==> src/rtl/md_arbiter.sv <==
// rtl/md_arbiter.sv - round-robin arbiter/sequencer sharing one multiply/divide unit
//
// Two requesters present operations through a valid/ready handshake. The
// granted operation is latched, issued to the MD unit, tracked through the
// unit's busy window and completed with a one-cycle done pulse that is tagged
// with the requester id.
//
// Ports:
//   clk, reset               clock, synchronous active-high reset
//   rX_valid/op/a/b/ready    requester X operation handshake (X = 0, 1)
//   done, done_id            completion pulse and owning requester
//   res_hi, res_lo, res_rd   captured HI/LO (mult/div) and mfhi/mflo data
//   arb_busy                 operation in flight
//   md_start/op/a/b          command to the MD unit
//   md_busy/hi/lo/out        status and results from the MD unit
module md_arbiter #(
  parameter int W = 32
) (
  input  logic         clk,
  input  logic         reset,
  input  logic         r0_valid,
  input  logic [3:0]   r0_op,
  input  logic [W-1:0] r0_a,
  input  logic [W-1:0] r0_b,
  output logic         r0_ready,
  input  logic         r1_valid,
  input  logic [3:0]   r1_op,
  input  logic [W-1:0] r1_a,
  input  logic [W-1:0] r1_b,
  output logic         r1_ready,
  output logic         done,
  output logic         done_id,
  output logic [W-1:0] res_hi,
  output logic [W-1:0] res_lo,
  output logic [W-1:0] res_rd,
  output logic         arb_busy,
  output logic         md_start,
  output logic [3:0]   md_op,
  output logic [W-1:0] md_a,
  output logic [W-1:0] md_b,
  input  logic         md_busy,
  input  logic [W-1:0] md_hi,
  input  logic [W-1:0] md_lo,
  input  logic [W-1:0] md_out
);

  localparam logic [3:0] MD_MULT  = 4'd1;
  localparam logic [3:0] MD_MULTU = 4'd2;
  localparam logic [3:0] MD_DIV   = 4'd3;
  localparam logic [3:0] MD_DIVU  = 4'd4;
  localparam logic [3:0] MD_MTHI  = 4'd5;
  localparam logic [3:0] MD_MTLO  = 4'd6;
  localparam logic [3:0] MD_MFHI  = 4'd7;
  localparam logic [3:0] MD_MFLO  = 4'd8;

  typedef enum logic [1:0] {S_IDLE, S_ISSUE, S_RUN, S_DONE} state_t;

  state_t state;
  logic   ptr;        // 0: r0 wins a tie, 1: r1 wins a tie
  logic   lat_id;
  logic   seen_busy;
  logic   grant0;
  logic   grant1;
  logic [3:0]   sel_op;
  logic [W-1:0] sel_a;
  logic [W-1:0] sel_b;

  function automatic logic is_long(input logic [3:0] op);
    return (op == MD_MULT) || (op == MD_MULTU) || (op == MD_DIV) || (op == MD_DIVU);
  endfunction

  function automatic logic is_mf(input logic [3:0] op);
    return (op == MD_MFHI) || (op == MD_MFLO);
  endfunction

  // Grants only in IDLE; a reset cycle suppresses any grant.
  always_comb begin
    grant0 = 1'b0;
    grant1 = 1'b0;
    if (state == S_IDLE && !reset) begin
      if (r0_valid && (!r1_valid || !ptr)) grant0 = 1'b1;
      else if (r1_valid)                   grant1 = 1'b1;
    end
  end

  always_comb begin
    sel_op = grant1 ? r1_op : r0_op;
    sel_a  = grant1 ? r1_a  : r0_a;
    sel_b  = grant1 ? r1_b  : r0_b;
  end

  assign r0_ready = grant0;
  assign r1_ready = grant1;
  assign arb_busy = (state != S_IDLE);

  // md_op/md_a/md_b double as the operand latch while an operation is in flight.
  always_ff @(posedge clk) begin
    if (reset) begin
      state     <= S_IDLE;
      ptr       <= 1'b0;
      lat_id    <= 1'b0;
      seen_busy <= 1'b0;
      done      <= 1'b0;
      done_id   <= 1'b0;
      res_hi    <= '0;
      res_lo    <= '0;
      res_rd    <= '0;
      md_start  <= 1'b0;
      md_op     <= MD_MFHI;
      md_a      <= '0;
      md_b      <= '0;
    end else begin
      case (state)
        S_IDLE: begin
          done <= 1'b0;
          if (grant0 || grant1) begin
            md_op     <= sel_op;
            md_a      <= sel_a;
            md_b      <= sel_b;
            lat_id    <= grant1;
            ptr       <= grant0;
            md_start  <= is_long(sel_op);
            seen_busy <= 1'b0;
            state     <= S_ISSUE;
          end
        end
        S_ISSUE: begin
          md_start <= 1'b0;
          if (is_long(md_op)) begin
            state <= S_RUN;
          end else begin
            // Move-to ops are written by the MD unit at this same edge.
            if (is_mf(md_op)) res_rd <= md_out;
            done    <= 1'b1;
            done_id <= lat_id;
            state   <= S_DONE;
          end
        end
        S_RUN: begin
          if (md_busy) seen_busy <= 1'b1;
          // Wait for the busy window to open and close before sampling HI/LO.
          if (seen_busy && !md_busy) begin
            res_hi  <= md_hi;
            res_lo  <= md_lo;
            done    <= 1'b1;
            done_id <= lat_id;
            state   <= S_DONE;
          end
        end
        S_DONE: begin
          done  <= 1'b0;
          md_op <= MD_MFHI;
          md_a  <= '0;
          md_b  <= '0;
          state <= S_IDLE;
        end
        default: state <= S_IDLE;
      endcase
    end
  end

endmodule
==> config.mk <==
export PLATFORM = sky130hd
export DESIGN_NAME = md_arbiter
export DESIGN_NICKNAME = d
export VERILOG_FILES = /design/src/rtl/md_arbiter.sv
export SDC_FILE = /design/constraint.sdc
export NUM_CORES = 1
export LEC_CHECK = 0
export ABC_AREA = 1
export CAP_MARGIN = 20
export CORE_AREA = 2 2 156 158
export DETAILED_ROUTE_END_ITERATION = 10
export DIE_AREA = 0 0 158 160
export GPL_TIMING_DRIVEN = 0
export PLACE_DENSITY = 0.65
export SYNTH_ARGS = -nofsm -noshare
export SYNTH_HDL_FRONTEND = slang
export SYNTH_SLANG_ARGS = --single-unit
==> constraint.sdc <==
create_clock -name clk -period 1.95 [get_ports clk]
set_input_delay 0.39 -clock clk [delete_from_list [all_inputs] [get_ports clk]]
set_output_delay 0.39 -clock clk [all_outputs]
set_load 0.05 [all_outputs]
# Yosys cells after proc, flatten, opt, wreduce, memory -nomap -nowiden
# Index checks and enable logic that the tools add are counted.
# word_totals
regBits	172
elab_cells	92
out_inout_bits	170
# classes
n_mux	29
bitwise_logic	1
eq_ne	17
n_reduce_logical	32
# ops
cell	n
32-bit two-way mux	4
32-bit case mux with 2 select lines	2
4-bit by 2-bit == test with 1-bit output (second input constant)	4
1-bit two-way mux	13
4-bit by 3-bit == test with 1-bit output (second input constant)	3
2-bit AND reduction	6
2-bit nonzero test	5
1-bit logical OR	9
3-bit AND reduction	3
4-bit by 1-bit == test with 1-bit output (second input constant)	2
4-bit two-way mux	2
2-bit case mux with 4 select lines	1
4-bit case mux with 2 select lines	1
2-bit inequality test (second input constant)	3
1-bit case mux with 2 select lines	3
2-bit == test (second input constant)	2
4-bit == test (second input constant)	1
1-bit zero test	4
2-bit two-way mux	2
1-bit logical AND	3
1-bit case mux with 3 select lines	1
2-bit by 1-bit == test with 1-bit output (second input constant)	1
2-bit zero test	1
2-bit by 1-bit inequality test with 1-bit output (second input constant)	1
2 further kinds	2

# Longest topological paths before layout
# logic_depth
depth_word	12
depth_mapped	12

# Worst setup path after synthesis
# No wires, ideal clock.
# synth_timing
path_type	register to register
startpoint	register state[0]
endpoint	register md_a[18]
setup_time_ns	0.070
arrival_ns	1.886
path_slack_ns	-0.007
period_less_slack_ns	1.957
stages_incl_launch_ff	12
path_cell_list	dfxtp_1 -> inv_1 -> ha_1 -> inv_2 -> nor2_1 -> nand3_1 -> buf_2 -> clkbuf_1 -> nand2_1 -> nand2_1 -> nand2_1 -> a21oi_1
# synth_between
elab_chain_len	6
word_cells_on_any_way	12
classes_between	eq/ne: 2; mux: 5; reduce/logical: 5
# synth_rtl
element	line_no	source
start, declared	58	state_t state;
start signal, assigned	99	state <= S_IDLE;
start signal, assigned	124	state <= S_ISSUE;
start signal, assigned	130	state <= S_RUN;
2-bit zero test	80, 113	
1-bit logical AND	80	if (state == S_IDLE && !reset) begin
1-bit two-way mux	80	
32-bit two-way mux / 1-bit logical OR (equally long branches)	88, 116	
32-bit two-way mux / 2-bit by 1-bit inequality test with 1-bit output (equally long branches)	--	
32-bit case mux with 2 select lines / 2-bit AND reduction (equally long branches)	--	
end signal, assigned	118	md_a <= sel_a;
end, declared	39	output logic [W-1:0] md_a,
# Parallel ways exist; a longest one is shown, timed or not. The select of a mux whose other input is x is not followed.
# A chain may end at the register's enable or synchronous reset.

# Worst setup path after layout
# layout_timing
startpoint	register state[1]
endpoint	output r1_ready
# layout_between
elab_chain_len	3
# layout_rtl
element	line_no	source
2-bit zero test	80	
1-bit logical AND	80	
1-bit two-way mux	80	
end, declared	30	output logic r1_ready,
# No other way between the ends.

==> flow_summary.yaml <==
floorplan:
  core_um2: 23820
  num_io_pins: 407
  die_x_um: 158
  row_count: 57
  start_util_pct: 30.12
  dieHeight_um: 160
  dieArea_um2: 25280
cts:
  cts_max_path_buffers: 2
  clock_latency_ns: 0.43
  clkTransAtPathRegs_ns: 0.07
  clock-root-buffer: "clkbuf_16"
  cts_inserted_buffers: 17
  cts_tree: "built"
  cts_hold_buf: 0
  clock_sinks: 172
  htree_num_levels: 4
sta:
  maxSlewHeadroom_pct: 49.74
  final.setup.worst_slack_ns: -0.05234
  finalCritPeriodShare_pct: 102.7
  rsz0062_at_grt: "yes"
  fmax_mhz: 499.4
  period_minus_slack_ns: 2.002
  final-setup-viol-count: 1
  max_slew.worst_pin.slew_ns: 0.7539
  fin_worst_skew_ns: 0.01651
  holdWs_ns: 0.2861
  final_max_slew_viol_count: 0
  hold_viol: 0
yosys:
  ys_seq_area_share_pct: 47.99
  synth-seq-cells: 172
  syn_inst: 1028
  synth_area_per_cell_um2: 6.980
  ys_top_cells_by_area: "dfxtp_1 (48%), nand2_1 (24%), a21oi_1 (12%)"
  syn_nets: 1270
  yosysTopAreaCell: "dfxtp_1"
  yosys_warnings: 0
  yosysUniqueCellTypes: 22
  synth_top_cell_area_share_pct: 47.99
  syn_area_um2: 7176
final_layout:
  utilization_pct: 51.27
  layout_common_cells: "nand2_1 (451), clkdlybuf4s50_1 (234), dfxtp_1 (170), a21oi_1 (168), dlygate4sd2_1 (168)"
  area_growth_pct: 70.20
  nets: 1706
  drive_gt1_share_pct: 7.041
  diodes: 0
  fillers: 2477
  final_common_cell: "nand2_1"
run:
  drv_cap: 0
place:
  hpwl_um: 22950
  io_buffers: 405
  place_congestion: 0.8580
pwr:
  pwr_density_cell_nw_per_um2: 1042
  vdd_drop_max_mv: 0.5052
  p_leak_nw: 5.476
run_status:
  run_status: "finished, violations left"
  violations: "negative setup slack"
drt:
  wirelength_um: 29450
  via_count: 8260
  wl_per_cell_um: 16.35
  viasPerCell: 4.586
  drt_iter0_markers: 351
  first_pass_iters: 5
  drt_drc_violations_left: 0
  drtAntennaViolNets: 0
critical_path:
  critPathArrivalTime_ns: 1.61
  required_ns: 1.56
  startpoint_type: "flop"
  path_class: "reg -> out"
  path_max_fanout: 7
  end_kind: "primary output"
global_route:
  grt_use_total_pct: 22.17
  grt_overflow: 0
  first_global_vias: 7881
  antenna_found_initial: 0
  grt_max_degree: 17
  grt_pass1_wl_um: 43080
worst_hold_path:
  worstHoldPathType: "in -> reg"
synthesized netlist by cell type (all sizes together):
master,instances
nand2,452
a211oi,1
nor2,14
o21ai,9
clkbuf,50
nand3,106
inv,20
dfxtp,172
ha,5
o211ai,2
buf,28
a21oi,169
flip-flops by register name, summed over array words and instances (netlist names):
| register | cells |
|---|---|
| md_a | 32 |
| md_b | 32 |
| res_hi | 32 |
| res_lo | 32 |
| res_rd | 32 |
| md_op | 4 |
| state | 2 |
| done | 1 |
| done_id | 1 |
| lat_id | 1 |
| md_start | 1 |
| ptr | 1 |
| seen_busy | 1 |
repair_timing:
action                     CTS  global route
gates cloned                 0             0
buffers inserted             1            12
pin swaps                    2             5
resized for setup          210            24
setup endpoints to repair  290           109
hold endpoints to repair     0             0
power breakdown:
group          switching, mW  leakage, nW  internal [mW]
Clock                   1.55        0.287           1.83
Combinational           3.48         3.79           1.66
Sequential             0.228         1.40           3.97
Total                   5.26         5.48           7.47
metal layers:
metal  part of all wire (%)  vias to the layer above  track usage [%]
met5                      0                        -                0
met4                    2.3                        0            7.494
met2                     49                      307            39.13
met1                     39                     3727            24.78
li1                       -                     4187                -
met3                    9.0                       39            7.463
through the flow:
step	total power [mW]	setup TNS, ns	std cells	worst slack [ns]	cell area, um^2
after floorplan	7.478	0	1028	0.07162	7177
after detailed placement	9.522	-55.09	1757	-1.203	11640
after CTS	12.70	-0.3983	1789	-0.1215	12060
final	12.72	-0.05234	1801	-0.05234	12210
after global placement	9.485	-53.02	1757	-1.206	11640
after global routing	13.37	-0.1184	1801	-0.1071	12210
path summary, 6_finish.rpt:
path         startpoint        to  slack, ns  cells past startpoint
max            state[1]  r1_ready      -0.05                      6
min reg2reg    md_a[30]  md_a[30]       0.46                      2
min               reset  md_op[0]       0.29                      3
max reg2reg    state[1]   md_b[6]       0.09                     10
cells by family (layout without fill, tap and decap cells):
group                    after synthesis  in the layout  share of synthesized area [%]
adder cells (fa/ha/maj)                5              5                         0.8718
AND/OR/NAND/NOR                      572            572                          32.19
buffers and inverters                 98            547                          6.173
flip-flops                           172            172                          47.99
AO/OA/AOI/OAI                        181            181                          12.78
cell type report:
type	instances	area, um^2	share of cell area [%]
multi-input cells	758	3343	27.37
plain buffers	77	400.4	3.278
clock buffers	19	442.9	3.627
well taps	324	405.4	3.319
inverters	20	82.58	0.6762
clock inverters	13	132.6	1.086
flip-flops and latches	172	3451	28.26
repair buffers	418	3955	32.38
worst max-delay path: stages, from the launching register on:
cell and delay (ns):
dfxtp_4 0.36, inv_4 0.08, ha_4 0.18, nand3_4 0.10, nor2_4 0.16, buf_6 0.15
buf_8 0.15
Power figures use the tool's default switching activity.
